`config.mk`:
```
export PLATFORM = sky130hd
export DESIGN_NAME = frogger_lanes
export DESIGN_NICKNAME = d
export VERILOG_FILES = /design/src/rtl/frogger_pkg.sv /design/src/rtl/lane_obstacle.sv /design/src/rtl/frogger_lanes.sv
export SDC_FILE = /design/constraint.sdc
export NUM_CORES = 1
export LEC_CHECK = 0
export ABC_AREA = 0
export BUFFER_PORTS_ARGS = -buffer_cell sky130_fd_sc_hd__buf_2
export CORE_MARGIN = 10
export CORE_UTILIZATION = 25
export DETAILED_ROUTE_END_ITERATION = 16
export PLACE_DENSITY = 0.4
export SETUP_SLACK_MARGIN = 0.05
export SYNTH_ARGS = -nofsm -noshare
export SYNTH_HDL_FRONTEND = slang
export SYNTH_SLANG_ARGS = --single-unit
```
`constraint.sdc`:
```
create_clock -name i_clk -period 10.4 [get_ports i_clk]
set_input_delay 1.04 -clock i_clk [delete_from_list [all_inputs] [get_ports i_clk]]
set_output_delay 1.04 -clock i_clk [all_outputs]
set_load 0.1 [all_outputs]
```
`src/rtl/frogger_pkg.sv`:
```
// Shared definitions for the frogger lane block: game states, screen width and coordinate widths.
package frogger_pkg;

    typedef enum logic [1:0] {
        ST_PLAY = 2'd0,
        ST_HIT  = 2'd1,
        ST_WIN  = 2'd2
    } state_e;

    localparam int unsigned H_RES   = 640;
    localparam int unsigned X_W     = 10;
    localparam int unsigned Y_W     = 9;
    localparam int unsigned ROW_W   = 4;
    localparam int unsigned SCORE_W = 8;

    // Bit positions of the button pair in the synchroniser / pending vectors
    localparam int unsigned BTN_UP = 0;
    localparam int unsigned BTN_DN = 1;

endpackage

```
`src/rtl/lane_obstacle.sv`:
```
// One obstacle lane: wrapping horizontal position and the per-pixel obstacle test.
module lane_obstacle
    import frogger_pkg::*;
#(
    parameter int unsigned LANE_IDX   = 0,
    parameter int unsigned SPEED_BASE = 1,
    parameter int unsigned LANE_H     = 40,
    parameter int unsigned ROW0_Y     = 420,
    parameter int unsigned OBS_W      = 64
) (
    input  logic           i_clk,
    input  logic           i_rst_n,
    input  logic           i_step,
    input  logic [X_W-1:0] i_x,
    input  logic [Y_W-1:0] i_y,
    output logic           o_hit_c
);

    localparam int unsigned    SPEED      = SPEED_BASE * (LANE_IDX + 1);
    localparam int unsigned    TOP        = ROW0_Y - (LANE_IDX + 1) * LANE_H;
    localparam bit             MOVE_RIGHT = (LANE_IDX % 2) == 0;
    localparam logic [X_W:0]   HRES_X     = (X_W+1)'(H_RES);
    localparam logic [X_W:0]   SPEED_X    = (X_W+1)'(SPEED);
    localparam logic [X_W:0]   OBS_X      = (X_W+1)'(OBS_W);
    localparam logic [X_W-1:0] CX_INIT    = X_W'((LANE_IDX * 160) % H_RES);
    localparam logic [Y_W-1:0] Y_LO       = Y_W'(TOP);
    localparam logic [Y_W-1:0] Y_HI       = Y_W'(TOP + LANE_H - 1);

    logic [X_W-1:0] cx_q, cx_d;
    logic [X_W:0]   cx_ext, x_ext, fwd, dx;

    assign cx_ext = {1'b0, cx_q};
    assign x_ext  = {1'b0, i_x};
    assign fwd    = cx_ext + SPEED_X;

    // Advance by one speed step with wrap at the screen width
    always_comb begin
        cx_d = cx_q;
        if (i_step) begin
            if (MOVE_RIGHT) begin
                cx_d = (fwd >= HRES_X) ? X_W'(fwd - HRES_X) : X_W'(fwd);
            end else begin
                cx_d = (cx_ext < SPEED_X) ? X_W'(cx_ext + HRES_X - SPEED_X)
                                          : X_W'(cx_ext - SPEED_X);
            end
        end
    end

    // Obstacle spans OBS_W pixels to the right of cx, wrapping across the screen edge
    always_comb begin
        dx      = (i_x >= cx_q) ? (x_ext - cx_ext) : (x_ext + HRES_X - cx_ext);
        o_hit_c = (i_y >= Y_LO) && (i_y <= Y_HI) && (dx < OBS_X);
    end

    always_ff @(posedge i_clk) begin
        if (!i_rst_n) begin
            cx_q <= CX_INIT;
        end else begin
            cx_q <= cx_d;
        end
    end

endmodule

```
`src/rtl/frogger_lanes.sv`:
```
// Frogger playfield: obstacle lanes, frog position, button handling, game FSM and score.
module frogger_lanes
    import frogger_pkg::*;
#(
    parameter int unsigned N_LANES     = 4,
    parameter int unsigned LANE_H      = 40,
    parameter int unsigned ROW0_Y      = 420,
    parameter int unsigned OBS_W       = 64,
    parameter int unsigned SPEED_BASE  = 1,
    parameter int unsigned FROG_X      = 312,
    parameter int unsigned FROG_W      = 16,
    parameter int unsigned HOLD_FRAMES = 60
) (
    input  logic               i_clk,
    input  logic               i_rst_n,
    input  logic               i_pix_stb,
    input  logic               i_animate,
    input  logic [X_W-1:0]     i_x,
    input  logic [Y_W-1:0]     i_y,
    input  logic               i_up_btn,
    input  logic               i_down_btn,
    output logic [N_LANES-1:0] o_obj,
    output logic               o_frog,
    output logic [1:0]         o_state,
    output logic [SCORE_W-1:0] o_score
);

    localparam int unsigned    CNT_W     = $clog2(HOLD_FRAMES + 1);
    localparam logic [CNT_W-1:0] CNT_LAST = CNT_W'(HOLD_FRAMES - 1);
    localparam logic [ROW_W-1:0] LAST_ROW = ROW_W'(N_LANES);
    localparam logic [X_W-1:0] FX_LO     = X_W'(FROG_X);
    localparam logic [X_W-1:0] FX_HI     = X_W'(FROG_X + FROG_W - 1);
    localparam logic [Y_W:0]   FY0       = (Y_W+1)'(ROW0_Y + (LANE_H - FROG_W) / 2);
    localparam logic [Y_W:0]   LANE_H_Y  = (Y_W+1)'(LANE_H);
    localparam logic [Y_W:0]   FW_M1     = (Y_W+1)'(FROG_W - 1);

    state_e               state_q, state_d;
    logic [ROW_W-1:0]     row_q, row_d;
    logic [CNT_W-1:0]     cnt_q, cnt_d;
    logic [SCORE_W-1:0]   score_q, score_d;
    logic [1:0]           sync1_q, sync2_q, prev_q, pend_q, pend_d;
    logic                 col_q, col_d;
    logic [N_LANES-1:0]   obj_q, obj_d, obj_c;
    logic                 frog_q, frog_d, frog_c;
    logic [1:0]           rise_c;
    logic                 move_up_c, move_dn_c, lane_step_c;
    logic [Y_W:0]         fy_lo_c, fy_hi_c, y_ext_c;

    assign lane_step_c = i_animate && (state_q == ST_PLAY);

    for (genvar k = 0; k < N_LANES; k++) begin : g_lane
        lane_obstacle #(
            .LANE_IDX   (k),
            .SPEED_BASE (SPEED_BASE),
            .LANE_H     (LANE_H),
            .ROW0_Y     (ROW0_Y),
            .OBS_W      (OBS_W)
        ) u_lane (
            .i_clk   (i_clk),
            .i_rst_n (i_rst_n),
            .i_step  (lane_step_c),
            .i_x     (i_x),
            .i_y     (i_y),
            .o_hit_c (obj_c[k])
        );
    end

    // Frog square sits vertically centred in its row
    assign y_ext_c = {1'b0, i_y};
    assign fy_lo_c = FY0 - ((Y_W+1)'(row_q) * LANE_H_Y);
    assign fy_hi_c = fy_lo_c + FW_M1;
    assign frog_c  = (i_x >= FX_LO) && (i_x <= FX_HI) &&
                     (y_ext_c >= fy_lo_c) && (y_ext_c <= fy_hi_c);

    assign rise_c    = sync2_q & ~prev_q;
    assign move_up_c = pend_q[BTN_UP] && !pend_q[BTN_DN];
    assign move_dn_c = pend_q[BTN_DN] && !pend_q[BTN_UP] && (row_q != '0);

    always_ff @(posedge i_clk) begin
        if (!i_rst_n) begin
            state_q <= ST_PLAY;
        end else begin
            state_q <= state_d;
        end
    end

    // Collision is judged on the flag accumulated over the frame, before any move
    always_comb begin
        state_d = state_q;
        if (i_animate) begin
            case (state_q)
                ST_PLAY: begin
                    if (col_q) begin
                        state_d = ST_HIT;
                    end else if (move_up_c && (row_q == LAST_ROW)) begin
                        state_d = ST_WIN;
                    end
                end
                ST_HIT, ST_WIN: begin
                    if (cnt_q == CNT_LAST) begin
                        state_d = ST_PLAY;
                    end
                end
                default: state_d = ST_PLAY;
            endcase
        end
    end

    always_comb begin
        row_d   = row_q;
        cnt_d   = cnt_q;
        score_d = score_q;
        pend_d  = pend_q | rise_c;
        col_d   = col_q | (i_pix_stb & frog_c & (|obj_c));
        obj_d   = obj_q;
        frog_d  = frog_q;
        if (i_pix_stb) begin
            obj_d  = obj_c;
            frog_d = frog_c;
        end
        if (i_animate) begin
            pend_d = rise_c;
            col_d  = 1'b0;
            if (state_q == ST_PLAY) begin
                if (!col_q && move_up_c) begin
                    row_d = row_q + 1'b1;
                    if ((row_q == LAST_ROW) && (score_q != '1)) begin
                        score_d = score_q + 1'b1;
                    end
                end else if (!col_q && move_dn_c) begin
                    row_d = row_q - 1'b1;
                end
            end else if (cnt_q == CNT_LAST) begin
                cnt_d = '0;
                row_d = '0;
            end else begin
                cnt_d = cnt_q + 1'b1;
            end
        end
    end

    always_ff @(posedge i_clk) begin
        if (!i_rst_n) begin
            row_q   <= '0;
            cnt_q   <= '0;
            score_q <= '0;
            sync1_q <= '0;
            sync2_q <= '0;
            prev_q  <= '0;
            pend_q  <= '0;
            col_q   <= 1'b0;
            obj_q   <= '0;
            frog_q  <= 1'b0;
        end else begin
            row_q   <= row_d;
            cnt_q   <= cnt_d;
            score_q <= score_d;
            sync1_q <= {i_down_btn, i_up_btn};
            sync2_q <= sync1_q;
            prev_q  <= sync2_q;
            pend_q  <= pend_d;
            col_q   <= col_d;
            obj_q   <= obj_d;
            frog_q  <= frog_d;
        end
    end

    assign o_obj   = obj_q;
    assign o_frog  = frog_q;
    assign o_state = state_q;
    assign o_score = score_q;

endmodule

```
# Word-level counts from Yosys, hierarchy flattened
# Index checks and enable logic that the tools add are counted.
# W data, S select, Z words.
word_totals:
  latch_bits: 0
  rom_bits: 0
  ramBits: 0
  elab_cells: 131
  mem_count: 0
  out_inout_bits: 15
  ff_bits: 74
op_classes:
  eq_ne: 8
  shifts: 0
  n_reduce_logical: 32
  n_mul: 1
  n_div: 0
  n_mux: 18
  bitwise: 8
  magnitude_cmp: 24
  addsub: 25
op_table:
  columns: ["cell", "n"]
  rows:
  - ["$lt A11 B7 Y1 const B", 4]
  - ["$mux W11", 4]
  - ["$sub A10 B10 Y11", 4]
  - ["$sub A11 B10 Y11", 4]
  - ["$ge A10 B10 Y1", 4]
  - ["$mux W10", 4]
  - ["$ge A9 B9 Y1 const B", 4]
  - ["$le A9 B9 Y1 const B", 4]
  - ["$ge A11 B10 Y1 const B", 2]
  - ["$add A10 B10 Y10 const B", 2]
  - ["$sub A10 B10 Y10 const B", 2]
  - ["$sub A10 B2 Y10 const B", 2]
  - ["$sub A10 B3 Y10 const B", 2]
  - ["$logic_and A1 B1 Y1", 19]
  - ["$mux W4", 4]
  - ["$add A10 B1 Y11 const B", 1]
  - ["$add A10 B10 Y11 const B", 1]
  - ["$add A10 B2 Y11 const B", 1]
  - ["$add A10 B4 Y10 const B", 1]
  - ["$ge A10 B9 Y1 const B", 1]
  - ["$ge A9 B10 Y1", 1]
  - ["$le A10 B9 Y1 const B", 1]
  - ["$le A9 B10 Y1", 1]
  - ["$lt A10 B2 Y1 const B", 1]
  - ["33 further kinds", 42]

# Depth between registers and ports, before layout
depth:
  word_depth: 8
  ltp_mapped: 16
  ltp_nobuf: 16

# Modules after synthesis
# A second synthesis with hierarchy kept.
unflattened:
  hier_cells: 968
  hier_area_um2: 7976.4
by_module_without_submodules:
  columns: ["mod", "cells_each", "seq_area_each_um2", "n_inst", "area_per_inst_um2"]
  rows:
  - ["frogger_lanes", 259, 680.7, 1, 2223.4]
  - ["lane_obstacle at g_lane[2].u_lane", 194, 200.2, 1, 1559.0]
  - ["lane_obstacle at g_lane[0].u_lane", 190, 200.2, 1, 1547.7]
  - ["lane_obstacle at g_lane[1].u_lane", 166, 180.2, 1, 1400.1]
  - ["lane_obstacle at g_lane[3].u_lane", 159, 160.2, 1, 1246.2]

# Worst setup path after synthesis
# No wires, ideal clock.
synth_timing:
  path_type: "flip-flop to flip-flop"
  from: "reg row_q[1]"
  to: "reg col_q"
  n_path_buf: 1
  slack_ns: 7.097
  arrival_ns: 3.229
  period_less_slack_ns: 3.303
  stages_incl_launch_ff: 14
  cell_sequence: "dfxtp_1 -> ha_1 -> buf_2 -> xnor2_1 -> xor2_1 -> o22ai_1 -> a211oi_1 -> xnor2_1 -> ha_1 -> nand2_1 -> or4_1 -> a311oi_1 -> o21ai_0 -> a31oi_1"
synth_between:
  elab_chain_cells: 8
  word_cells_on_any_way: 10
synth_lines:
  columns: ["element", "line_no", "text"]
  rows:
  - ["start: declaration", "frogger_lanes.sv:38", "logic [ROW_W-1:0] row_q, row_d;"]
  - ["start signal: assignment", "frogger_lanes.sv:155", "row_q <= row_d;"]
  - ["$mul A4 B3 Y7 *", "frogger_lanes.sv:70", "assign fy_lo_c = FY0 - ((Y_W+1)'(row_q) * LANE_H_Y);"]
  - ["$sub A9 B10 Y10 *", "frogger_lanes.sv:70", null]
  - ["$add A10 B4 Y10 / $ge A9 B10 Y1 (equally long branches)", "frogger_lanes.sv:71, frogger_lanes.sv:73", null]
  - ["$le A9 B10 Y1 / $logic_and A1 B1 Y1 (equally long branches)", "frogger_lanes.sv:73, frogger_lanes.sv:72", null]
  - ["$logic_and A1 B1 Y1 *", "frogger_lanes.sv:73", "(y_ext_c >= fy_lo_c) && (y_ext_c <= fy_hi_c);"]
  - ["$and A1 B1 Y1 * (2 in series)", "frogger_lanes.sv:114", "col_d = col_q | (i_pix_stb & frog_c & (|obj_c));"]
  - ["$or A1 B1 Y1 *", "frogger_lanes.sv:114", null]
  - ["end signal: assignment", "frogger_lanes.sv:162", "col_q <= col_d;"]
  - ["end: declaration", "frogger_lanes.sv:42", "logic col_q, col_d;"]
# Mark *: on every way between the ends. The rest lies on a longest branch, timed or not.
# A chain may end at the register's enable or synchronous reset.

# Worst setup path in the final report
# Same ends and word-level chain as after synthesis.

==> impl_metrics.csv <==
group,metric,value,unit
layout,utilization,0.2893,
clock_network,ctsRootBufferMaster,"clkbuf_16",
worst_setup_path,slowest_stage,"dfxtp_1",
drt,drt_iter0_drc,280,
worst_setup_path,start_kind,"flop",
yosys,synth_cell_types,78,
yosys,syn_inst,811,
global_routing,grt_max_degree,67,
hold_path,hold_path_class,"reg -> reg",
floorplan,start_util,0.2548,
yosys,yosysWarnings,0,
clock_network,clk_latency,0.34,ns
global_routing,gr-total-overflow,0,
worst_setup_path,cp.depth,13,
yosys,synthFlopType,"dfxtp_1",
global_routing,antenna_found_initial,0,
worst_setup_path,critPathArrivalTime,4.13,ns
clock_network,htreeDepth,3,
sta,finalCritPeriodShare,0.3707,
floorplan,die_height,180.7,um
layout,stdcell_count,1173,
power_and_ir_drop,power.density,120.7,nW/um2
clock_network,clk_pin_slew,0.06,ns
layout,drive_gt1_frac,0.08897,
sta,worst_slew_pin_slew,0.7196,ns
sta,setup_tns,0,ns
clock_network,cts_setup_buffers,0,
yosys,synth_seq_area_share,0.2202,
sta,rsz0062_at_grt,"no",
placed_design,placed_area,6972,um2
global_routing,grt_pass1_wl,30300,um
power_and_ir_drop,p_seq_frac,0.334,
yosys,ys_seq_elements,71,
placed_design,dpl.cell_count,1157,
sta,finalSetupViolCount,0,
sta,drv_slew,0,
floorplan,core,25330,um2
clock_network,cts_made_buffers,9,
yosys,synth_area,6454,um2
sta,slew_headroom,0.5203,
clock_network,clockBufferDepth,2,
drt,wire_per_inst,15.84,um
layout,synthToLayoutAreaGrowth,13.51,%
clock_network,cts_tree,"yes",
worst_setup_path,endpoint_kind,"flop",
layout,nets,946,
drt,detail-route-antenna-nets,0,
floorplan,die_x,180.7,um
layout,final.fill_count,2733,
yosys,syn_nets,919,
yosys,ys_async_sr_fraction,0,
clock_network,hold_buffers,0,
clock_network,post_cts_resized,0,
sta,hold_viol_final,0,
worst_setup_path,crit_buf_inv,0,
flow_run,cap_violations,0,
clock_network,cts.sinks,71,
worst_setup_path,worstSetupPathType,"reg -> reg",
drt,drt_drc_violations_left,0,
sta,max_freq,0.2594,GHz
layout,final_common_cell,"ha_1",
worst_setup_path,cp_cell_sequence,"ha_1 -> xnor2_1 -> xor2_1 -> nand3_1 -> o21ai_0 -> a211oi_1 -> xnor2_1 -> ha_1 -> nand2_1 -> or4_1 -> a311oi_1 -> o21ai_0 -> a31oi_1",
yosys,syn_avg_cell_area,7.958,um2
yosys,synth-edff-count,0,
worst_setup_path,worstRegToRegCells,13,
power_and_ir_drop,power.leakage,3.034,nW
power_and_ir_drop,intPower,0.6115,mW
drt,via_per_inst,4.898,
power_and_ir_drop,ir_drop,83.19,uV
drt,vias,5745,
placed_design,gp_congestion,0.8371,
power_and_ir_drop,combPwrFrac,0.242,
layout,layout_common_cells,"82 x ha_1, 71 x dfxtp_1, 65 x inv_1",
placed_design,io_buffer_count,39,
sta,post-route-min-period,3.855,ns
status,status,"finished, final reports clean",
floorplan,num_rows,58,
worst_setup_path,crit_family,"compound AO/OA/AOI/OAI gates",
hold_path,whs_path_depth,1,
power_and_ir_drop,swShare,0.3085,
worst_setup_path,path_max_fanout,10,
drt,dr.pass1.iters,5,
placed_design,dp_hpwl,14190,um
worst_setup_path,slowest_delay,0.51,ns
power_and_ir_drop,p_clk_frac,0.424,
global_routing,grt_pass1_vias,5688,
sta,finalClockSkew,0.007663,ns
layout,n_antenna_cell,0,
floorplan,die-area,32640,um2
drt,wl,18590,um
layout,fin_area,7326,um2
power_and_ir_drop,switching_power,0.2728,mW
worst_setup_path,rrSetupSlack,6.54,ns
global_routing,grt_usage,0.1129,
floorplan,num_io_pins,40,
worst_setup_path,crit_required,10.67,ns
[per-stage QoR]
step                      setup slack [ns]  power [mW]  hold WS [ns]
after floorplan                      7.097      0.4553        0.4119
after global placement               6.612      0.5174        0.4254
after detailed placement             6.606      0.5148        0.4213
after CTS                            6.572      0.9013        0.4357
after global routing                 6.172      0.9422        0.4476
final                                6.545      0.8843        0.4330
[final cells by class]
type | count | area (um2) | area share
clock buffer | 10 | 239.0 | 0.03262
clock inverter | 6 | 115.1 | 0.01571
inverter | 66 | 247.7 | 0.03382
multi-input combinational | 649 | 4679 | 0.6388
sequential | 71 | 1421 | 0.1940
tap | 330 | 412.9 | 0.05636
timing repair buffer | 41 | 210.2 | 0.02869
[logic make-up after synthesis]
logic type	Yosys count	synth area share
AOI/OAI and AO/OA	190	0.2028
xor gates and xnor gates	62	0.08647
buffers and inverters	91	0.05467
adders and majority gates	83	0.1621
muxes	12	0.01881
DFF	71	0.2202
and+or+nand+nor	302	0.2549
[power by group through the flow]
stage / clock network [mW] / registers [mW] / logic, mW
global placement: 0 / 0.301 / 0.216
global route: 0.402 / 0.297 / 0.243
detailed placement: 0 / 0.301 / 0.214
finish: 0.375 / 0.295 / 0.214
CTS: 0.391 / 0.295 / 0.215
floorplan: 0 / 0.299 / 0.156
[cell usage after synthesis (all sizes together), types with 4 or more instances]
cell / instances / area share
nor2b: 12 / 0.012
clkbuf: 14 / 0.0081
mux2i: 11 / 0.017
nand3: 38 / 0.030
and2: 35 / 0.034
inv: 66 / 0.038
a21o: 8 / 0.0093
nor4b: 5 / 0.0091
nor4: 9 / 0.012
o211ai: 12 / 0.014
a21oi: 35 / 0.028
nand4: 22 / 0.022
nand2: 64 / 0.037
o21ai: 47 / 0.036
a21boi: 12 / 0.014
xnor2: 50 / 0.070
nor3: 24 / 0.019
nand2b: 12 / 0.012
a31oi: 7 / 0.0068
buf: 11 / 0.0081
a2111oi: 4 / 0.0064
ha: 82 / 0.16
o21a: 11 / 0.013
dfxtp: 71 / 0.22
nor2: 45 / 0.026
nand3b: 4 / 0.0047
or3: 6 / 0.0058
o211a: 8 / 0.012
o31ai: 7 / 0.0081
xor2: 12 / 0.016
o2111ai: 8 / 0.012
nor3b: 5 / 0.0058
and3: 9 / 0.0095
o22ai: 5 / 0.0048
[flip-flops by register name (all words and copies together) (netlist names)]
signal,count
row_q,4
o_state,2
prev_q,2
o_score,8
o_obj,4
col_q,1
g_lane.u_lane.cx_q,37
sync1_q,2
sync2_q,2
o_frog,1
pend_q,2
cnt_q,6
[layer usage]
layer  global-route usage  vias up  routed length [um]
li1                     -     2986                   -
met1               0.1546     2671                9636
met2               0.1743       72                8137
met3              0.01747       16                 468
met4              0.04003        0                 343
met5                    0        -                   0
[worst paths after layout]
kind              startpoint          to
hold reg to reg   sync1_q[1]  sync2_q[1]
setup reg to reg    row_q[1]       col_q
hold / removal    sync1_q[1]  sync2_q[1]
setup / recovery    row_q[1]       col_q
[worst register-to-register path, cell delays in order (launching register included)]
cell and delay [ns]:
dfxtp_1 0.51, ha_1 0.40, xnor2_1 0.29, xor2_1 0.40, nand3_1 0.18, o21ai_0 0.18
a211oi_1 0.08, xnor2_1 0.15, ha_1 0.31, nand2_1 0.05, or4_1 0.51, a311oi_1 0.44
o21ai_0 0.15, a31oi_1 0.14
Note: power is estimated with default switching activity, not from simulation.
